$ cat config.mk
export PLATFORM = sky130hd
export DESIGN_NAME = cipher_selftest_seq
export DESIGN_NICKNAME = d
export VERILOG_FILES = /design/src/rtl/cipher_pkg.sv /design/src/rtl/cipher_byte_src.sv /design/src/rtl/cipher_selftest_seq.sv
export SDC_FILE = /design/constraint.sdc
export NUM_CORES = 1
export LEC_CHECK = 0
export ABC_AREA = 1
export CAP_MARGIN = 20
export CORE_ASPECT_RATIO = 1.75
export CORE_MARGIN = 3
export CORE_UTILIZATION = 45
export DETAILED_ROUTE_END_ITERATION = 16
export PLACE_DENSITY = 0.65
export SETUP_SLACK_MARGIN = 0.02
export SLEW_MARGIN = 0
export SYNTH_ARGS = -nofsm -noshare
export SYNTH_HDL_FRONTEND = slang
export SYNTH_HIERARCHICAL = 1
export SYNTH_SLANG_ARGS = --single-unit
$ cat constraint.sdc
create_clock -name CLK -period 2.5 [get_ports CLK]
set_input_delay 0.25 -clock CLK [delete_from_list [all_inputs] [get_ports CLK]]
set_output_delay 0.25 -clock CLK [all_outputs]
set_load 0.005 [all_outputs]
$ cat src/rtl/cipher_pkg.sv
// Shared types and constants for the XOR-cipher self-test chain.
package cipher_pkg;

    localparam int unsigned BYTE_W = 8;
    localparam int unsigned IDX_W  = 4;

    localparam logic [23:0] DEF_PAT = 24'h434154;
    localparam logic [23:0] DEF_KEY = 24'hDEADBE;

    typedef enum logic [2:0] {
        ST_IDLE,
        ST_GAP,
        ST_SEND,
        ST_WAIT,
        ST_SCORE
    } state_t;

endpackage

$ cat src/rtl/cipher_byte_src.sv
// Pattern/key index tracking and encrypted byte generation.
module cipher_byte_src
    import cipher_pkg::*;
#(
    parameter int unsigned                  PAT_LEN = 3,
    parameter logic [PAT_LEN*BYTE_W-1:0]    PAT     = DEF_PAT,
    parameter int unsigned                  KEY_LEN = 3,
    parameter logic [KEY_LEN*BYTE_W-1:0]    KEY     = DEF_KEY
) (
    input  logic              clk,
    input  logic              rst_n,
    input  logic              restart,
    input  logic              advance,
    input  logic              corrupt,
    output logic [BYTE_W-1:0] data,
    output logic              last
);

    localparam logic [IDX_W-1:0] P_LAST = IDX_W'(PAT_LEN - 1);
    localparam logic [IDX_W-1:0] K_LAST = IDX_W'(KEY_LEN - 1);

    logic [IDX_W-1:0]  pidx;
    logic [IDX_W-1:0]  kidx;
    logic [BYTE_W-1:0] pbyte;
    logic [BYTE_W-1:0] kbyte;

    // Byte and key indices; the key index wraps on its own length.
    always_ff @(posedge clk) begin
        if (!rst_n || restart) begin
            pidx <= '0;
            kidx <= '0;
        end else if (advance) begin
            pidx <= pidx + 1'b1;
            kidx <= (kidx == K_LAST) ? '0 : kidx + 1'b1;
        end
    end

    // Select plaintext/key bytes (byte 0 is the MSB) and encrypt.
    always_comb begin
        pbyte = '0;
        kbyte = '0;
        for (int unsigned n = 0; n < PAT_LEN; n++) begin
            if (pidx == IDX_W'(n)) pbyte = PAT[(PAT_LEN-1-n)*BYTE_W +: BYTE_W];
        end
        for (int unsigned n = 0; n < KEY_LEN; n++) begin
            if (kidx == IDX_W'(n)) kbyte = KEY[(KEY_LEN-1-n)*BYTE_W +: BYTE_W];
        end
        last = (pidx == P_LAST);
        if (corrupt && last) pbyte[0] = ~pbyte[0];
        data = pbyte ^ kbyte;
    end

endmodule

$ cat src/rtl/cipher_selftest_seq.sv
// Built-in self-test sequencer: streams an encrypted pattern, scores the
// grammar FSM verdict and keeps saturating pass/fail counts.
module cipher_selftest_seq
    import cipher_pkg::*;
#(
    parameter int unsigned                  PAT_LEN  = 3,
    parameter logic [PAT_LEN*BYTE_W-1:0]    PAT      = DEF_PAT,
    parameter int unsigned                  KEY_LEN  = 3,
    parameter logic [KEY_LEN*BYTE_W-1:0]    KEY      = DEF_KEY,
    parameter int unsigned                  BYTE_GAP = 0,
    parameter int unsigned                  TIMEOUT  = 1024,
    parameter int unsigned                  CNT_W    = 8
) (
    input  logic             CLK,
    input  logic             rst_n,
    input  logic             start,
    input  logic             cont_mode,
    input  logic             inject_err,
    output logic [7:0]       out_data,
    output logic             out_valid,
    input  logic             out_ready,
    input  logic             fsm_accept,
    input  logic             fsm_reject,
    output logic             busy,
    output logic             done,
    output logic             last_pass,
    output logic             timeout_flag,
    output logic [CNT_W-1:0] pass_cnt,
    output logic [CNT_W-1:0] fail_cnt
);

    // With no gap the GAP state is skipped entirely so bytes go back-to-back.
    localparam state_t      ENTRY    = (BYTE_GAP == 0) ? ST_SEND : ST_GAP;
    localparam logic [31:0] GAP_LAST = (BYTE_GAP == 0) ? 32'd0 : 32'(BYTE_GAP - 1);
    localparam logic [31:0] TO_LAST  = 32'(TIMEOUT - 1);

    state_t      state;
    state_t      state_nx;
    logic [31:0] gap_cnt;
    logic [31:0] wait_cnt;
    logic        corrupt;
    logic        alt;
    logic        armed;
    logic        latched;
    logic        lat_acc;
    logic        lat_rej;
    logic        hs;
    logic        run_start;
    logic        cap_now;
    logic        v_acc;
    logic        v_rej;
    logic        to_score;
    logic        timed_out;
    logic        pass_now;
    logic        byte_last;
    logic [7:0]  src_data;

    cipher_byte_src #(
        .PAT_LEN (PAT_LEN),
        .PAT     (PAT),
        .KEY_LEN (KEY_LEN),
        .KEY     (KEY)
    ) u_src (
        .clk     (CLK),
        .rst_n   (rst_n),
        .restart (run_start),
        .advance (hs && !byte_last),
        .corrupt (corrupt),
        .data    (src_data),
        .last    (byte_last)
    );

    // State register.
    always_ff @(posedge CLK) begin
        if (!rst_n) state <= ST_IDLE;
        else        state <= state_nx;
    end

    // Next state, outputs and verdict/scoring decode.
    always_comb begin
        state_nx  = state;
        run_start = 1'b0;
        to_score  = 1'b0;
        timed_out = 1'b0;
        out_valid = (state == ST_SEND);
        out_data  = out_valid ? src_data : '0;
        busy      = (state != ST_IDLE);
        done      = (state == ST_SCORE);
        hs        = out_valid && out_ready;
        cap_now   = (state == ST_GAP || state == ST_SEND || state == ST_WAIT) &&
                    (armed || hs) && !latched && (fsm_accept || fsm_reject);
        // A verdict arriving this cycle is scored without waiting for the latch.
        v_acc     = latched ? lat_acc : fsm_accept;
        v_rej     = latched ? lat_rej : fsm_reject;
        case (state)
            ST_IDLE: begin
                if (start || cont_mode) begin
                    state_nx  = ENTRY;
                    run_start = 1'b1;
                end
            end
            ST_GAP: begin
                if (gap_cnt == GAP_LAST) state_nx = ST_SEND;
            end
            ST_SEND: begin
                if (hs) state_nx = byte_last ? ST_WAIT : ENTRY;
            end
            ST_WAIT: begin
                if (latched || cap_now) begin
                    to_score = 1'b1;
                end else if (wait_cnt == TO_LAST) begin
                    to_score  = 1'b1;
                    timed_out = 1'b1;
                end
                if (to_score) state_nx = ST_SCORE;
            end
            ST_SCORE: begin
                if (cont_mode) begin
                    state_nx  = ENTRY;
                    run_start = 1'b1;
                end else begin
                    state_nx = ST_IDLE;
                end
            end
            default: state_nx = ST_IDLE;
        endcase
        pass_now = !timed_out && !(v_acc && v_rej) && (corrupt ? v_rej : v_acc);
    end

    // Run bookkeeping: gap/wait timers, run expectation and verdict latch.
    always_ff @(posedge CLK) begin
        if (!rst_n) begin
            gap_cnt  <= '0;
            wait_cnt <= '0;
            corrupt  <= 1'b0;
            alt      <= 1'b0;
            armed    <= 1'b0;
            latched  <= 1'b0;
            lat_acc  <= 1'b0;
            lat_rej  <= 1'b0;
        end else begin
            gap_cnt  <= (state == ST_GAP)  ? gap_cnt + 32'd1  : '0;
            wait_cnt <= (state == ST_WAIT) ? wait_cnt + 32'd1 : '0;
            if (run_start) begin
                // First run from idle is clean in continuous mode; later runs alternate.
                corrupt <= (state == ST_IDLE) ? (inject_err && !cont_mode) : (inject_err && alt);
                alt     <= (state == ST_IDLE) ? 1'b1 : !alt;
                armed   <= 1'b0;
                latched <= 1'b0;
                lat_acc <= 1'b0;
                lat_rej <= 1'b0;
            end else begin
                if (hs) armed <= 1'b1;
                if (cap_now) begin
                    latched <= 1'b1;
                    lat_acc <= fsm_accept;
                    lat_rej <= fsm_reject;
                end
            end
        end
    end

    // Score result and saturating counters, visible during the done cycle.
    always_ff @(posedge CLK) begin
        if (!rst_n) begin
            last_pass    <= 1'b0;
            timeout_flag <= 1'b0;
            pass_cnt     <= '0;
            fail_cnt     <= '0;
        end else if (to_score) begin
            last_pass    <= pass_now;
            timeout_flag <= timed_out;
            if (pass_now) begin
                if (pass_cnt != '1) pass_cnt <= pass_cnt + 1'b1;
            end else begin
                if (fail_cnt != '1) fail_cnt <= fail_cnt + 1'b1;
            end
        end
    end

endmodule

Yosys cells after proc, flatten, opt, wreduce, memory -nomap -nowiden
Index checks and enable logic that the tools add are counted.
{"block": "op_classes", "add_sub_neg": 6, "n_mul": 0, "div": 0, "magnitude_cmp": 0, "eq_ne": 15, "n_shift": 0, "n_mux": 30, "bitwise_logic": 4, "n_reduce_logical": 36}
{"operator": "adder 32 x 1 -> 32 bit (second input constant)", "n": 2}
{"operator": "== test 32 x 10 -> 1 bit (second input constant)", "n": 1}
{"operator": "zero test 32 bit", "n": 1}
{"operator": "two-way mux 8 bit", "n": 4}
{"operator": "two-way mux 7 bit", "n": 3}
{"operator": "adder 8 x 1 -> 8 bit (second input constant)", "n": 2}
{"operator": "inequality test 8 bit (second input constant)", "n": 2}
{"operator": "two-way mux 1 bit", "n": 15}
{"operator": "one-hot mux 3 bit (5 select lines)", "n": 1}
{"operator": "two-way mux 3 bit", "n": 4}
{"operator": "logical AND 1 bit", "n": 11}
{"operator": "adder 4 x 1 -> 4 bit (second input constant)", "n": 2}
{"operator": "== test 4 x 1 -> 1 bit (second input constant)", "n": 2}
{"operator": "== test 4 x 2 -> 1 bit (second input constant)", "n": 2}
{"operator": "zero test 4 bit", "n": 2}
{"operator": "bitwise XOR 7 x 8 -> 8 bit", "n": 1}
{"operator": "zero test 1 bit", "n": 7}
{"operator": "logical OR 1 bit", "n": 7}
{"operator": "== test 3 x 2 -> 1 bit (second input constant)", "n": 2}
{"operator": "inequality test 2 x 1 -> 1 bit (second input constant)", "n": 3}
{"operator": "AND reduction 3 bit", "n": 2}
{"operator": "two-way mux 4 bit", "n": 1}
{"operator": "AND reduction 2 bit", "n": 2}
{"operator": "AND reduction 4 bit", "n": 1}
{"operator": "9 further kinds", "n": 11}
{"block": "word_totals", "reg_bits": 99, "latch_bits": 0, "mem_bits_rw": 0, "rom_bits": 0, "input_bits": 8, "output_inout_bits": 29, "wordCells": 106, "n_memories": 0}

Logic depth before layout (Yosys ltp)
Gate-level depths: netlist of run 1.
{"block": "depth", "word_depth": 14, "mapped_depth": 14, "depth_no_buf": 14}

Modules after synthesis
The synthesis of run 1 kept the hierarchy.
{"module": "cipher_selftest_seq", "instances": 1, "cells_each": 794, "area_each_um2": 5051.1, "seq_area_each_um2": 1821.7}
{"module": "cipher_byte_src", "instances": 1, "cells_each": 90, "area_each_um2": 579.3, "seq_area_each_um2": 160.2}

Worst setup path before layout of run 1
Ideal clock, no wire load.
{"block": "synth_path", "path_kind": "register to register", "start": "register wait_cnt[0]", "end": "register wait_cnt[30]", "setup_ps": 116, "arrival_time_ps": 1579, "required_ps": 2384, "setup_slack_ps": 806, "path_stages_with_launch": 13, "path_buffers": 0, "synth_period_minus_slack_ps": 1694, "cell_sequence": "dfxtp_1 > ha_1 > nand2_1 > nor2_1 > nand2_2 > nor2_2 > inv_1 > nor2_4 > nand3_2 > nor2_2 > nand2_1 > o21ai_0 > nor2_1"}
{"block": "synth_via", "elab_chain_cells": 1}
{"element": "start, declared", "line_no": "cipher_selftest_seq.sv:40", "text": "logic [31:0] wait_cnt;"}
{"element": "start signal, assigned", "line_no": "cipher_selftest_seq.sv:143", "text": "wait_cnt <= (state == ST_WAIT) ? wait_cnt + 32'd1 : '0;"}
{"element": "adder 32 x 1 -> 32 bit", "line_no": "cipher_selftest_seq.sv:143"}
Every way passes these cells.
A chain may end at the register's enable or synchronous reset.

Worst setup path in the final report of run 1
{"block": "layout_path", "start": "register u_src.pidx[0]", "end": "output port out_data[4]"}
{"block": "layout_via", "elab_chain_cells": 5, "word_cells_on_any_way": 6, "cone_classes": "eq/ne: 2; mux: 3; bitwise: 1"}
{"element": "start, declared", "line_no": "cipher_byte_src.sv:22", "text": "logic [IDX_W-1:0] pidx;"}
{"element": "start signal, assigned", "line_no": "cipher_byte_src.sv:33", "text": "pidx <= pidx + 1'b1;"}
{"element": "== test 4 x 1 -> 1 bit", "line_no": "cipher_byte_src.sv:43", "text": "if (pidx == IDX_W'(n)) pbyte = PAT[(PAT_LEN-1-n)*BYTE_W +: BYTE_W];"}
{"element": "two-way mux 7 bit", "line_no": "cipher_byte_src.sv:43"}
{"element": "two-way mux 7 bit *", "line_no": "cipher_byte_src.sv:43"}
{"element": "bitwise XOR 7 x 8 -> 8 bit *", "line_no": "cipher_byte_src.sv:50", "text": "data = pbyte ^ kbyte;"}
{"element": "named net src_data[4]", "line_no": "cipher_selftest_seq.sv:56", "text": "logic [7:0] src_data;"}
{"element": "two-way mux 8 bit *", "line_no": "cipher_selftest_seq.sv:86", "text": "out_data = out_valid ? src_data : '0;"}
{"element": "end, declared", "line_no": "cipher_selftest_seq.sv:19", "text": "output logic [7:0] out_data,"}
Mark *: on every way through the listed nets, which the timed path passes. The rest lies on a longest branch.

==> out/results.tsv, run 1 <==
metric	value	unit
cp-end-kind	primary output	
crit_path_max_incr_delay	540	ps
fp.coreArea	12140	µm²
clock_sinks	99	
fp.dieArea	13940	µm²
grt_pass1_wl	22.66	mm
drv_cap	0	
htreeDepth	3	
post-route-util	52.88	%
die_h	154.0	µm
timing.setup.tns	0	ps
tightestPinTransition	714.6	ps
yosys_warnings	6	
cts_made_buffers	9	
synth_seq_cells	99	
worstSetupStartpointType	register	
total_power	3567	µW
nNetsFinal	939	
grt_setup_unrepaired	false	
netlist_instances	884	
finalWeightedCongestion	0.8599	
path_class	register to primary output	
vdd_drop_max	0.0003736	V
setup_viol	0	
grt_start_max_net_pins	22	
grt_pass1_vias	5189	
finalCriticalPeriod	2254	ps
min_path_type	register to register	
io_pins	37	
critical_path.top_delay_family	buffers and inverters	
port-buffer-count	36	
cp_max_fo	4	
timing.final.ws_setup	246.4	ps
grt-ovfl-total	0	
track_usage	19.63	%
finalMaxSlewViolations	0	
cts_tree	built	
drc	0	
cts_buffer_depth	2	
wl_per_cell	11.91	µm
synth_area	5630	µm²
hold-worst-slack	450.7	ps
post_cts_buffers	0	
antenna_found_initial	0	
insertion_delay	340	ps
period_share	90.14	%
seq_area_frac_synth	35.20	%
ctsRootBufferMaster	clkbuf_16	
status	completed	
row_count	53	
finalClockSkew	9.370	ps
pre_cts_ws	314.9	ps
place_hpwl	10.11	mm
hold_violations	0	
synth_nets	901	
p_leak	0.002497	µW
max-slew-margin-rel	52.31	%
path_cells	inv_1 -> ha_1 -> nand2_1 -> xor2_1 -> inv_1 -> nor2_1 -> clkdlybuf4s50_1	
num_antenna_cells	0	
arrival	2000	ps
start_util	46.40	%
final_cell_mix	196 x nand2_1, 163 x nor2_1, 140 x inv_1, 97 x dfxtp_1, 52 x a21oi_1	
crit_required	2250	ps
ys_types	37	
num_vias	5328	
ant_nets	0	
path_buf_inv	3	
final_common_cell	nand2_1	
die_w	90.56	µm
drt-pass1-iter-count	4	
timing.fmax	443.7	MHz
layout.area.seq	1984	µm²
power_density	555.8	nW/µm²
syn2layout_area_growth	13.98	%
cts.clk_slew.worst_paths	70	ps
multi_input_area	3015	µm²
via_per_inst	4.884	
cpMostUsedCell	inv_1	
n_fill_cell	1270	
drt_iter0_drc	170	
final_layout_size_suffix_gt1_share	6.695	%
syn_area_per_cell	6.369	µm²
crit_slowest_cell	clkdlybuf4s50_1	
finalWirelength	12.99	mm
ctsHoldBuffers	0	
==> repair_timing <==
action,in CTS,in global routing
resized for setup,0,4
endpoints found under the hold margin,0,0
setup endpoints to repair,0,5
==> synth_stat cells, drive strengths merged <==
cell type	count	area, µm²
nor3b	11	87.58
o211ai	2	15.01
xnor2	3	26.28
xor2	12	105.1
or2	5	31.28
o21ai	35	178.9
nor3	28	145.1
o21a	1	7.510
nand4	35	219.0
ha	9	112.6
nand3	41	237.7
dfxtp	99	1982
and3	1	6.260
nor4	2	12.51
o22ai	1	6.260
inv	144	540.5
a211oi	4	30.03
buf	11	77.56
a21oi	52	260.3
clkbuf	4	15.01
nand2	203	784.5
a31oi	2	12.51
nor2	179	737.0
==> layout make-up <==
type                       count  area share [%]
multi-input combinational    626           46.99
sequential                    99           30.92
inverter                     144           8.423
timing repair buffer          42           6.395
clock buffer                  10           3.568
tap                          165           3.217
clock inverter                 5          0.4874
==> per-stage QoR <==
stage                     instances  cell area, µm²
after floorplan                 884            5630
final                          1091            6417
after global routing           1091            6417
after global placement         1076            6150
after detailed placement       1076            6150
after CTS                      1091            6410
==> worst paths after layout <==
kind / startpoint / to / slack, ps / cells after the start
worst min register to register: wait_cnt[0]$_SDFF_PN0_ / wait_cnt[0]$_SDFF_PN0_ / 450 / 1
worst max register to register: wait_cnt[0]$_SDFF_PN0_ / fail_cnt[0]$_SDFFE_PN0P_ / 400 / 13
worst min-delay path: wait_cnt[0]$_SDFF_PN0_ / wait_cnt[0]$_SDFF_PN0_ / 450 / 1
worst max-delay path: u_src/pidx[0]$_SDFFE_PP0P_ / out_data[4] / 250 / 7
==> sequential cells by signal, indices dropped and copies added (netlist names) <==
signal and flops:
gap_cnt 32, wait_cnt 32, fail_cnt 8, pass_cnt 8, u_src/kidx 4, u_src/pidx 4
state 3, alt 1, armed 1, corrupt 1, last_pass 1, lat_acc 1
lat_rej 1, latched 1, timeout_flag 1
==> cell families after synthesis <==
group,Yosys count,share of synthesized area (%)
XOR/XNOR,15,2.333
adder cells (fa/ha/maj),9,2.000
buffers and inverters,159,11.24
AND/OR/NAND/NOR,505,40.16
AO/OA/AOI/OAI,97,9.067
flip-flops,99,35.20
==> layer usage <==
metal  track usage (%)  vias up  share of wire (%)
met5                 0        -                  0
met4             8.035        0                1.9
met3             2.937       19                2.3
met2             38.62       66                 56
met1             20.16     2385                 40
li1                  -     2858                  -
==> where the power goes <==
group	switching (µW)	leakage [µW]	internal, µW
Clock	590	0.000128	666
Sequential	41.8	0.000799	1620
Combinational	389	0.00157	262
No activity file was read; power rests on OpenSTA's default activity.
==> run 2: changes to the inputs <==
Settings changed: CTS_BUF_LIST set to sky130_fd_sc_hd__clkbuf_8, CTS_CLUSTER_SIZE set to 12.
==> run 2 against run 1 <==
Net effect: register-to-register slack is essentially flat; non-clock buffer count is the same; worst setup slack lost 34 ps; critical path depth is the same; clock power shrank 29%; hold slack gained 4.1 ps; sequential power is essentially flat; clock skew grew 7.1 ps; critical endpoint unchanged.
==> out/results.tsv, run 2 (same netlist as run 1, synthesis figures left out) <==
metric	value	unit	change
die_w	90.56	µm	unchanged
drt-pass1-iter-count	4		unchanged
via_per_inst	4.910		was 4.884
arrival	2040	ps	was 2000 ps
final_common_cell	nand2_1		unchanged
clkPwrFrac	28.0	%	was 35.2%
fp.coreArea	12140	µm²	unchanged
p_leak	0.002456	µW	was 0.002497 µW
dpl.cell_count	1076		unchanged
ctsRootBufferMaster	clkbuf_8		was clkbuf_16
ant_nets	0		unchanged
period_share	91.52	%	was 90.14%
setup_viol	0		unchanged
insertion_delay	370	ps	was 340 ps
finalWeightedCongestion	0.8599		unchanged
grt_start_max_net_pins	22		unchanged
num_antenna_cells	0		unchanged
grt_pass1_wl	22.51	mm	was 22.66 mm
largest_registers	gap_cnt: 32 flops, wait_cnt: 32 flops		unchanged
max-slew-margin-rel	52.49	%	was 52.31%
reg2reg_slack	410	ps	was 400 ps
final_cell_mix	196 x nand2_1, 163 x nor2_1, 141 x inv_1, 97 x dfxtp_1, 52 x a21oi_1		was 196 x nand2_1, 163 x nor2_1, 140 x inv_1, 97 x dfxtp_1, 52 x a21oi_1
place_hpwl	10.11	mm	unchanged
io_pins	37		unchanged
finalCriticalPeriod	2288	ps	was 2254 ps
start_util	46.40	%	unchanged
timing.setup.tns	0	ps	unchanged
wl_per_cell	11.84	µm	was 11.91 µm
cts_made_buffers	9		unchanged
drt_iter0_drc	211		was 170
vdd_drop_max	0.0002280	V	was 0.0003736 V
cp_max_fo	4		unchanged
hold_violations	0		unchanged
cts.clk_slew.worst_paths	90	ps	was 70 ps
finalWirelength	12.92	mm	was 12.99 mm
crit_required	2250	ps	about the same
antenna_found_initial	0		unchanged
die_h	154.0	µm	unchanged
finalMaxSlewViolations	0		unchanged
layout.cells.non_filler	1091		unchanged
fp.dieArea	13940	µm²	unchanged
path_class	register to primary output		unchanged
timing.fmax	437.1	MHz	was 443.7 MHz
pwr-share-comb	20.3	%	was 18.2%
power_density	507.3	nW/µm²	was 555.8 nW/µm²
grt_setup_unrepaired	false		unchanged
cts_buffer_depth	2		unchanged
grt_pass1_vias	5184		was 5,189
final_layout_size_suffix_gt1_share	6.803	%	was 6.695%
post_cts_buffers	0		unchanged
num_vias	5357		was 5,328
syn2layout_area_growth	12.27	%	was 13.98%
cts_tree	built		unchanged
track_usage	19.46	%	was 19.63%
status	completed		unchanged
drv_cap	0		unchanged
drc	0		unchanged
clock_sinks	99		unchanged
power.internal	2229	µW	was 2546 µW
switching_share	30.48	%	was 28.62%
nNetsFinal	939		unchanged
tightestPinTransition	711.9	ps	was 714.6 ps
port-buffer-count	36		unchanged
p_switching	977.5	µW	was 1021 µW
cp-end-kind	primary output		unchanged
htreeDepth	3		unchanged
finalClockSkew	16.51	ps	was 9.370 ps
row_count	53		unchanged
min_path_type	register to register		unchanged
worstSetupStartpointType	register		unchanged
grt-ovfl-total	0		unchanged
power_frac_seq	51.7	%	was 46.5%
n_fill_cell	1278		was 1,270
-- run 2: cell types whose count changed in the layout (fill, tap and decap cells not counted), sizes merged --
cell,change
clkbuf,-1
inv,+1
-- run 2: layout make-up --
cell class                      count  area, µm²  area share (%)
Tap cell                          165      206.4           3.266
Inverter                          144      540.5           8.551
Multi-Input combinational cell    626       3020           47.78
Timing Repair Buffer               42      410.4           6.492
Clock buffer                        9      123.9           1.960
Clock inverter                      6      35.03          0.5542
Sequential cell                    99       1984           31.39
-- run 2: final timing paths --
kind                                                 start                        to  cells past startpoint
worst max-delay path            u_src/pidx[0]$_SDFFE_PP0P_               out_data[4]                      7
worst min-delay path                wait_cnt[0]$_SDFF_PN0_    wait_cnt[0]$_SDFF_PN0_                      1
worst max register to register      wait_cnt[0]$_SDFF_PN0_  fail_cnt[1]$_SDFFE_PN0P_                     12
worst min register to register      wait_cnt[0]$_SDFF_PN0_    wait_cnt[0]$_SDFF_PN0_                      1
-- run 2: power by group through the flow --
stage,clock (µW),combinational (µW),sequential [µW]
after global placement,0,659,1690
final,896,652,1660
after CTS,935,661,1660
after detailed placement,0,659,1690
after floorplan,0,441,1680
after global routing,995,759,1660
-- run 2: repair_timing --
item                       in CTS  in global routing
setup endpoints to repair       0                  5
hold endpoints to repair        0                  0
gates resized for setup         0                  5
hold buffers                    0                  0
-- run 2: metrics by stage --
step                instance area, µm²  power, µW  utilization (%)  hold slack, ps  setup WS (ps)
finish                            6321       3207            52.09           454.8          212.0
global route                      6321       3419            52.09           484.0          23.04
CTS                               6309       3254            51.98           460.6          27.84
detailed placement                6150       2354            50.68           442.7          314.9
global placement                  6150       2352            50.68           432.3          363.0
floorplan                         5630       2123                -           404.9          805.7
-- run 2: worst max-delay path, stage by stage, from the launching register on --
cell and delay [ps]:
dfxtp_2 370, inv_1 80, ha_1 240, nand2_1 150
xor2_1 160, inv_1 50, nor2_1 90, clkdlybuf4s50_1 540
-- run 2: routing by layer --
layer,part of all wire (%),up-vias,GRT usage (%)
met2,55,74,38.05
met3,2.7,23,3.035
met5,0,-,0
met1,40,2399,20.12
li1,-,2861,-
met4,2.3,0,7.962
